### src/rtl/inst_queue_pkg.sv
// Shared types for the fetch-to-decode instruction queue.
package inst_queue_pkg;

  localparam int PC_W   = 64;
  localparam int INST_W = 32;

  typedef struct packed {
    logic [PC_W-1:0]   pc;
    logic [INST_W-1:0] inst;
  } iq_entry_t;

endpackage

### src/rtl/inst_queue_mem.sv
// Entry storage for inst_queue: DEPTH entries, two write ports, two
// combinational read ports. The two write addresses never collide because
// the top always writes tail and tail+1.
module inst_queue_mem
  import inst_queue_pkg::*;
#(
  parameter int DEPTH = 8,
  localparam int AW = $clog2(DEPTH)
) (
  input  logic          clk,
  input  logic          rst_n,
  input  logic          we0,
  input  logic [AW-1:0] waddr0,
  input  iq_entry_t     wdata0,
  input  logic          we1,
  input  logic [AW-1:0] waddr1,
  input  iq_entry_t     wdata1,
  input  logic [AW-1:0] raddr0,
  input  logic [AW-1:0] raddr1,
  output iq_entry_t     rdata0,
  output iq_entry_t     rdata1
);

  iq_entry_t mem_q [DEPTH];

  // Entries clear on reset so invalid slots never read as X.
  always_ff @(posedge clk or negedge rst_n) begin
    if (!rst_n) begin
      for (int i = 0; i < DEPTH; i++) mem_q[i] <= '0;
    end else begin
      if (we0) mem_q[waddr0] <= wdata0;
      if (we1) mem_q[waddr1] <= wdata1;
    end
  end

  assign rdata0 = mem_q[raddr0];
  assign rdata1 = mem_q[raddr1];

endmodule

### src/rtl/inst_queue.sv
// Dual-issue instruction queue between fetch and decode. Circular FIFO with
// compacted two-wide enqueue and two-wide dequeue of the oldest entries.
module inst_queue
  import inst_queue_pkg::*;
#(
  parameter int DEPTH = 8,
  localparam int AW = $clog2(DEPTH),
  localparam int CW = $clog2(DEPTH) + 1
) (
  input  logic              clk,
  input  logic              rst_n,
  input  logic              flush_i,
  input  logic              fetch_valid0_i,
  input  logic [PC_W-1:0]   fetch_pc0_i,
  input  logic [INST_W-1:0] fetch_inst0_i,
  input  logic              fetch_valid1_i,
  input  logic [PC_W-1:0]   fetch_pc1_i,
  input  logic [INST_W-1:0] fetch_inst1_i,
  output logic              fetch_ready_o,
  input  logic              dec_accept_i,
  output logic              inst0_f1_valid_o,
  output logic [PC_W-1:0]   inst0_f1_pc_o,
  output logic [INST_W-1:0] inst0_f1_inst_o,
  output logic              inst1_f1_valid_o,
  output logic [PC_W-1:0]   inst1_f1_pc_o,
  output logic [INST_W-1:0] inst1_f1_inst_o,
  output logic [CW-1:0]     count_o
);

  logic [AW-1:0] head_q, tail_q;
  logic [CW-1:0] count_q;
  logic [CW-1:0] push_cnt, pop_cnt;
  logic          push_en;
  logic          we0, we1;
  iq_entry_t     slot0, slot1, wdata0, rd0, rd1;

  assign slot0 = '{pc: fetch_pc0_i, inst: fetch_inst0_i};
  assign slot1 = '{pc: fetch_pc1_i, inst: fetch_inst1_i};

  // Ready looks only at registered occupancy; a same-cycle pop never helps.
  assign fetch_ready_o    = (count_q <= CW'(DEPTH - 2));
  assign inst0_f1_valid_o = (count_q >= CW'(1));
  assign inst1_f1_valid_o = (count_q >= CW'(2));
  assign count_o          = count_q;

  // Compact the valid fetch slots onto tail / tail+1.
  always_comb begin
    push_en  = fetch_ready_o && !flush_i;
    we0      = push_en && (fetch_valid0_i || fetch_valid1_i);
    we1      = push_en && fetch_valid0_i && fetch_valid1_i;
    wdata0   = fetch_valid0_i ? slot0 : slot1;
    push_cnt = push_en ? (CW'(fetch_valid0_i) + CW'(fetch_valid1_i)) : '0;
    pop_cnt  = dec_accept_i ? (CW'(inst0_f1_valid_o) + CW'(inst1_f1_valid_o)) : '0;
  end

  inst_queue_mem #(.DEPTH(DEPTH)) u_mem (
    .clk    (clk),
    .rst_n  (rst_n),
    .we0    (we0),
    .waddr0 (tail_q),
    .wdata0 (wdata0),
    .we1    (we1),
    .waddr1 (tail_q + AW'(1)),
    .wdata1 (slot1),
    .raddr0 (head_q),
    .raddr1 (head_q + AW'(1)),
    .rdata0 (rd0),
    .rdata1 (rd1)
  );

  assign inst0_f1_pc_o   = rd0.pc;
  assign inst0_f1_inst_o = rd0.inst;
  assign inst1_f1_pc_o   = rd1.pc;
  assign inst1_f1_inst_o = rd1.inst;

  // Pointer and occupancy update; flush discards same-cycle push and pop.
  always_ff @(posedge clk or negedge rst_n) begin
    if (!rst_n) begin
      head_q  <= '0;
      tail_q  <= '0;
      count_q <= '0;
    end else if (flush_i) begin
      head_q  <= '0;
      tail_q  <= '0;
      count_q <= '0;
    end else begin
      head_q  <= head_q + AW'(pop_cnt);
      tail_q  <= tail_q + AW'(push_cnt);
      count_q <= count_q + push_cnt - pop_cnt;
    end
  end

endmodule
### config.mk
export PLATFORM = sky130hd
export DESIGN_NAME = inst_queue
export DESIGN_NICKNAME = d
export VERILOG_FILES = /design/src/rtl/inst_queue_pkg.sv /design/src/rtl/inst_queue_mem.sv /design/src/rtl/inst_queue.sv
export SDC_FILE = /design/constraint.sdc
export NUM_CORES = 2
export LEC_CHECK = 0
export ABC_CLOCK_PERIOD_IN_PS = 3550
export CORE_MARGIN = 2
export CORE_UTILIZATION = 37
export CTS_BUF_LIST = sky130_fd_sc_hd__clkbuf_2 sky130_fd_sc_hd__clkbuf_4 sky130_fd_sc_hd__clkbuf_8
export DETAILED_ROUTE_END_ITERATION = 12
export PLACE_DENSITY = 0.57
export SLEW_MARGIN = 20
export SYNTH_ARGS = -nofsm -noshare
export SYNTH_HDL_FRONTEND = slang
export SYNTH_SLANG_ARGS = --single-unit
### constraint.sdc
create_clock -name clk -period 3.55 [get_ports clk]
set_clock_uncertainty 0.1 [all_clocks]
set_input_delay 0.8875 -clock clk [delete_from_list [all_inputs] [get_ports clk]]
set_output_delay 0.8875 -clock clk [all_outputs]
set_load 0.01 [all_outputs]
Word level (Yosys, flattened, before mapping)
Cells that the tools add are included.
- word-level logic and storage cells: 68
- bits of input ports: 198
- register bits after elaboration: 778
- output and inout port bits: 199
- bitwise operators: 4
- $add $sub $neg: 8
- reduce and logical (&&, ||, !) cells: 8
- mux-type cells: 20
- magnitude comparators: 9
- operators with widths (cell ; number):
    $bwmux W768 ; 2
    $mux W768 ; 2
    $mux W96 ; 7
    $bmux W96 S3 ; 2
    $demux W96 S3 ; 2
    $ge A4 B4 Y1 const B ; 4
    $not A3 Y4 ; 4
    $lt A4 B1 Y1 const B ; 2
    $add A3 B1 Y3 const B ; 2
    $add A3 B2 Y3 ; 2
    $logic_and A1 B1 Y1 ; 6
    $mux W3 ; 2
    $add A1 B1 Y2 ; 2
    $add A4 B2 Y4 ; 1
    $ge A4 B1 Y1 const B ; 1
    $ge A4 B2 Y1 const B ; 1
    $le A4 B3 Y1 const B ; 1
    $mux W2 ; 2
    $mux W4 ; 1
    $sub A4 B2 Y4 ; 1
    $logic_not A1 Y1 ; 1
    $logic_or A1 B1 Y1 ; 1

Logic depth before layout (Yosys ltp)
- word-level depth: 9
- gate-level depth with buffers: 15
- mapped depth without buffers: 14

By module
A second synthesis with hierarchy kept.
- cells, all modules: 4408
- area, all modules: 49382.4 sq um
- by module, submodules not included (module ; instances ; area an instance (sq um) ; cells each ; seq. area each (sq um)):
    inst_queue_mem ; 1 ; 47375.4 ; 4220 ; 19218.4
    inst_queue ; 1 ; 2006.9 ; 188 ; 250.2

Worst setup path before layout
No wires, ideal clock.
- path kind: input to register
- from: input port flush_i
- to: register count_q[3] (netlist: count_o[3])
- stages: 13
- data required time: 3.318 ns
- path slack: 0.006 ns
- library setup time: 0.132 ns
- buffers on the path: 3
- data arrival time: 3.312 ns
- cell sequence: a211oi_2 > or2_2 > buf_2 > clkbuf_1 > clkbuf_1 > nand2_1 > fa_1 > inv_1 > ha_1 > a21o_1 > a21oi_1 > xnor2_1 > nor2_1
- word-level cells in the longest chain between the ends: 6
- RTL lines (element ; line ; RTL):
    start, declared ; inst_queue.sv:12 ; input logic flush_i,
    $logic_not A1 Y1 ; inst_queue.sv:48 ; push_en = fetch_ready_o && !flush_i;
    $logic_and A1 B1 Y1 ; inst_queue.sv:48 ;
    $mux W2 ; inst_queue.sv:52 ; push_cnt = push_en ? (CW'(fetch_valid0_i) + CW'(fetch_valid1_i)) : '0;
    $add A4 B2 Y4 ; inst_queue.sv:89 ; count_q <= count_q + push_cnt - pop_cnt;
    $sub A4 B2 Y4 ; inst_queue.sv:89 ;
    $mux W4 * ; inst_queue.sv:82 ; end else if (flush_i) begin
    end signal, assigned ; inst_queue.sv:89 ;
    end, declared ; inst_queue.sv:31 ; logic [CW-1:0] count_q;
Mark *: on every way between the ends. The rest lies on a longest branch, timed or not.

Final worst setup path
- from: register head_q[0]
- to: output port inst1_f1_inst_o[0]
- word-level cells in the longest chain between the ends: 5
- RTL lines (element ; line ; RTL):
    start, declared ; inst_queue.sv:30 ; logic [AW-1:0] head_q, tail_q;
    start signal, assigned ; inst_queue.sv:87 ; head_q <= head_q + AW'(pop_cnt);
    $add A3 B1 Y3 ; inst_queue.sv:66 ; .raddr1 (head_q + AW'(1)),
    $not A3 Y4 (not written as such) ; inst_queue_mem.sv:37 ; assign rdata1 = mem_q[raddr1];
    $bmux W96 S3 ; inst_queue_mem.sv:37 ;
    $mux W96 (not written as such) (2 in a row) ; inst_queue_mem.sv:37 ;
    end, declared ; inst_queue.sv:26 ; output logic [INST_W-1:0] inst1_f1_inst_o,
Every way passes these cells. The select of a mux whose other input is x is not followed.

==> impl_metrics.yaml <==
logic_synthesis:
  yosys-top-cells-count: "a21oi_1, dfrtp_1, nand2_1"
  syn_area_um2: 52800
  synthArstFlopShare_pct: 100
  synth.area.top_cells: "dfrtp_1, mux4_2, a21oi_1"
  synth_cell_types: 42
  syn_inst: 5374
  synth_ff_type: "dfrtp_1"
  synth-edff-count: 0
  ys_seq_area_share_pct: 36.9
  ys_ff_latch: 778
  synth_warnings: 0
  yosys.area.top_type: "dfrtp_1"
  syn_nets: 5590
  syn_area_per_cell_um2: 9.82
  synth_top_area_share_pct: 36.9
  yosysMostFrequentCell: "a21oi_1"
timing:
  rsz0062_at_grt: "true"
  slew_headroom_pct: 37.0
  slew_viol_final: 0
  fin_crit_sh_pct: 125
  fin_setup_tns_ns: -124.37
  hold_viol_final: 0
  worstMarginPinSlew_ns: 0.919
  fmax_ghz: 0.226
  final-setup-viol-count: 192
  fin_hold_ws_ns: 0.458
  min_period_ns: 4.42
  worst_slack_ns: -0.870
flow_run:
  maxCapViolCount: 0
power_and_ir_drop:
  clkPwrFrac_pct: 18.0
  combPwrFrac_pct: 54.8
  p_sw_share_pct: 39.9
  p_leak_nw: 24.5
  p_int_mw: 32.8
  power.density_nw_per_um2: 831
  power_frac_seq_pct: 27.2
  p_switching_mw: 21.8
  ir_drop_v: 0.000475
cells_and_area:
  drive_gt1_share_pct: 24.5
  syn2layout_area_growth_pct: 24.5
  nNetsFinal: 5849
  fin_cells: 7638
  multi_input_area_um2: 30500
  nFillCells: 13200
  regArea_um2: 19500
critical_path:
  rrSetupSlack_ns: 0.51
  worstPathRequired_ns: 2.56
  worstRegToRegCells: 12
  end_kind: "output pin"
  rr_startpoint: "count_o[3]"
  start_kind: "register"
  cp.arrival_ns: 3.43
  worstReg2RegEnd: "count_o[2]"
  cp_max_fo: 12
  worst-setup-path-type: "reg -> out"
clock_network:
  cts.htree.levels: 4
  numCtsBuffers: 150
  clkTransAtPathRegs_ns: 0.06
  cts_tree: "yes"
  clockBufferDepth: 3
  clock_latency_ns: 0.94
  clock-sinks: 778
  root_buffer: "clkbuf_8"
placed_design:
  io_buffers: 396
  dpl.cell_count: 7307
  place.gp.congestion: 0.846
  pre_cts_slack_ns: -0.0886
  place_hpwl_um: 131000
grt:
  grt_pass1_wl_um: 326000
  grt_antenna_before_repair: 10
  grt_usage_pct: 29.2
  grt_max_degree: 177
  grt_overflow: 0
  grt_pass1_vias: 48300
floorplanning:
  die_h_um: 382
  die_w_um: 382
  row_count: 138
  start_util_pct: 37.3
  core-area_um2: 142000
  die_area_um2: 146000
  ios: 397
status:
  violations: "setup timing"
  outcome: "complete, but fails checks"
detailed_routing:
  totalWireLength_um: 225000
  dr.pass1.iters: 7
  route.detailed.drc: 0
  dr.first_iter.drc_count: 6503
  detail_route.wl_per_cell_um: 29.4
  num_vias: 50300
  ant_nets: 0
  viasPerCell: 6.59
hold_path:
  holdCritPathClass: "in -> async"
[flip-flops by register name, summed over array words and instances (netlist names)]
register	flops
u_mem.mem_q	768
count_o	4
head_q	3
tail_q	3
[metrics by stage]
stage / power (mW) / instance area, um2 / utilization [%]
floorplan: 30.7 / 52800 / -
global route: 56.9 / 65700 / 46.4
CTS: 53.2 / 64500 / 45.6
finish: 54.6 / 65700 / 46.4
global placement: 42.6 / 61200 / 43.2
detailed placement: 43.0 / 61200 / 43.2
[routing by layer]
metal  share of wire (%)  global-route usage [%]
met1                  40                    40.0
met2                  45                    44.1
met3                  10                    6.08
met4                 5.0                    13.9
met5               0.026                       0
[cell families (layout without fill, tap and decap cells)]
kind of cell | count (synthesis) | in the layout | share of synthesized area, %
flops | 778 | 778 | 36.9
fa+ha+maj | 18 | 18 | 0.484
simple gates | 934 | 934 | 7.63
mux | 673 | 673 | 22.3
buf+inv | 750 | 1117 | 6.03
other cells | 0 | 7 | 0
xor+xnor | 7 | 7 | 0.130
compound gates | 2214 | 2214 | 26.5
[worst max-delay path: stages (launching register included)]
cell and delay [ns]:
dfrtp_4 0.48, ha_4 0.32, buf_12 0.21, buf_6 0.18, mux4_2 0.50, mux2_2 0.33, clkdlybuf4s50_1 0.49
[cells in the final DEF, fill, tap and decap left out, types with 7 or more instances in the layout]
cell                n
clkbuf_16          23
o31ai_1            56
mux2_4             41
inv_1              15
clkdlybuf4s50_1   296
clkbuf_4           45
buf_4             234
and3_1             96
o31ai_2            40
diode_2             7
clkbuf_8          197
buf_2               9
ha_1               13
buf_12            156
mux2i_1            97
buf_16             20
dlymetal6s2s_1     43
mux2_2            151
o2bb2ai_1         652
nand2_1           678
dfrtp_1           775
nand3_1           117
nor2_4              9
buf_6              23
mux4_2            384
a21oi_1          1441
o21ai_1            16
clkbuf_2           26
[what timing repair did]
item,in CTS,in global routing
buffers inserted,4,34
pin swaps,0,0
resized for setup,136,156
cloned,1,24
hold buffers,1,0
endpoints found under the hold margin,33,0
endpoints found under the setup margin,193,194
[final cells by class]
cell class	instances	area share (%)
clock buffers	242	4.64
diodes	7	0.0267
flip-flops and latches	778	29.7
well taps	1890	3.60
repair buffers	842	15.4
inverters	15	0.0857
multi-input cells	3846	46.4
clock inverters	18	0.236
[worst max-delay path by stage]
stage | start | endpoint | slack, ns | depth (start not counted)
2_1_floorplan | flush_i | count_o[3] | 0.006 | 13
3_3_place_gp | flush_i | count_o[2] | -0.08 | 11
3_5_place_dp | flush_i | count_o[2] | -0.09 | 11
4_1_cts | head_q[0] | inst1_f1_pc_o[42] | -1.01 | 6
5_1_grt | head_q[0] | inst0_f1_pc_o[11] | -0.98 | 7
6_report | head_q[0] | inst1_f1_inst_o[0] | -0.87 | 6
[power groups by stage]
stage	sequential [mW]	combinational, mW	clock (mW)
final	14.8	29.9	9.83
after global routing	15.1	31.5	10.4
after CTS	14.6	28.6	9.95
after detailed placement	14.7	28.3	0
after global placement	14.6	28.0	0
after floorplan	13.7	17.0	0
(Power assumes the default switching activity.)
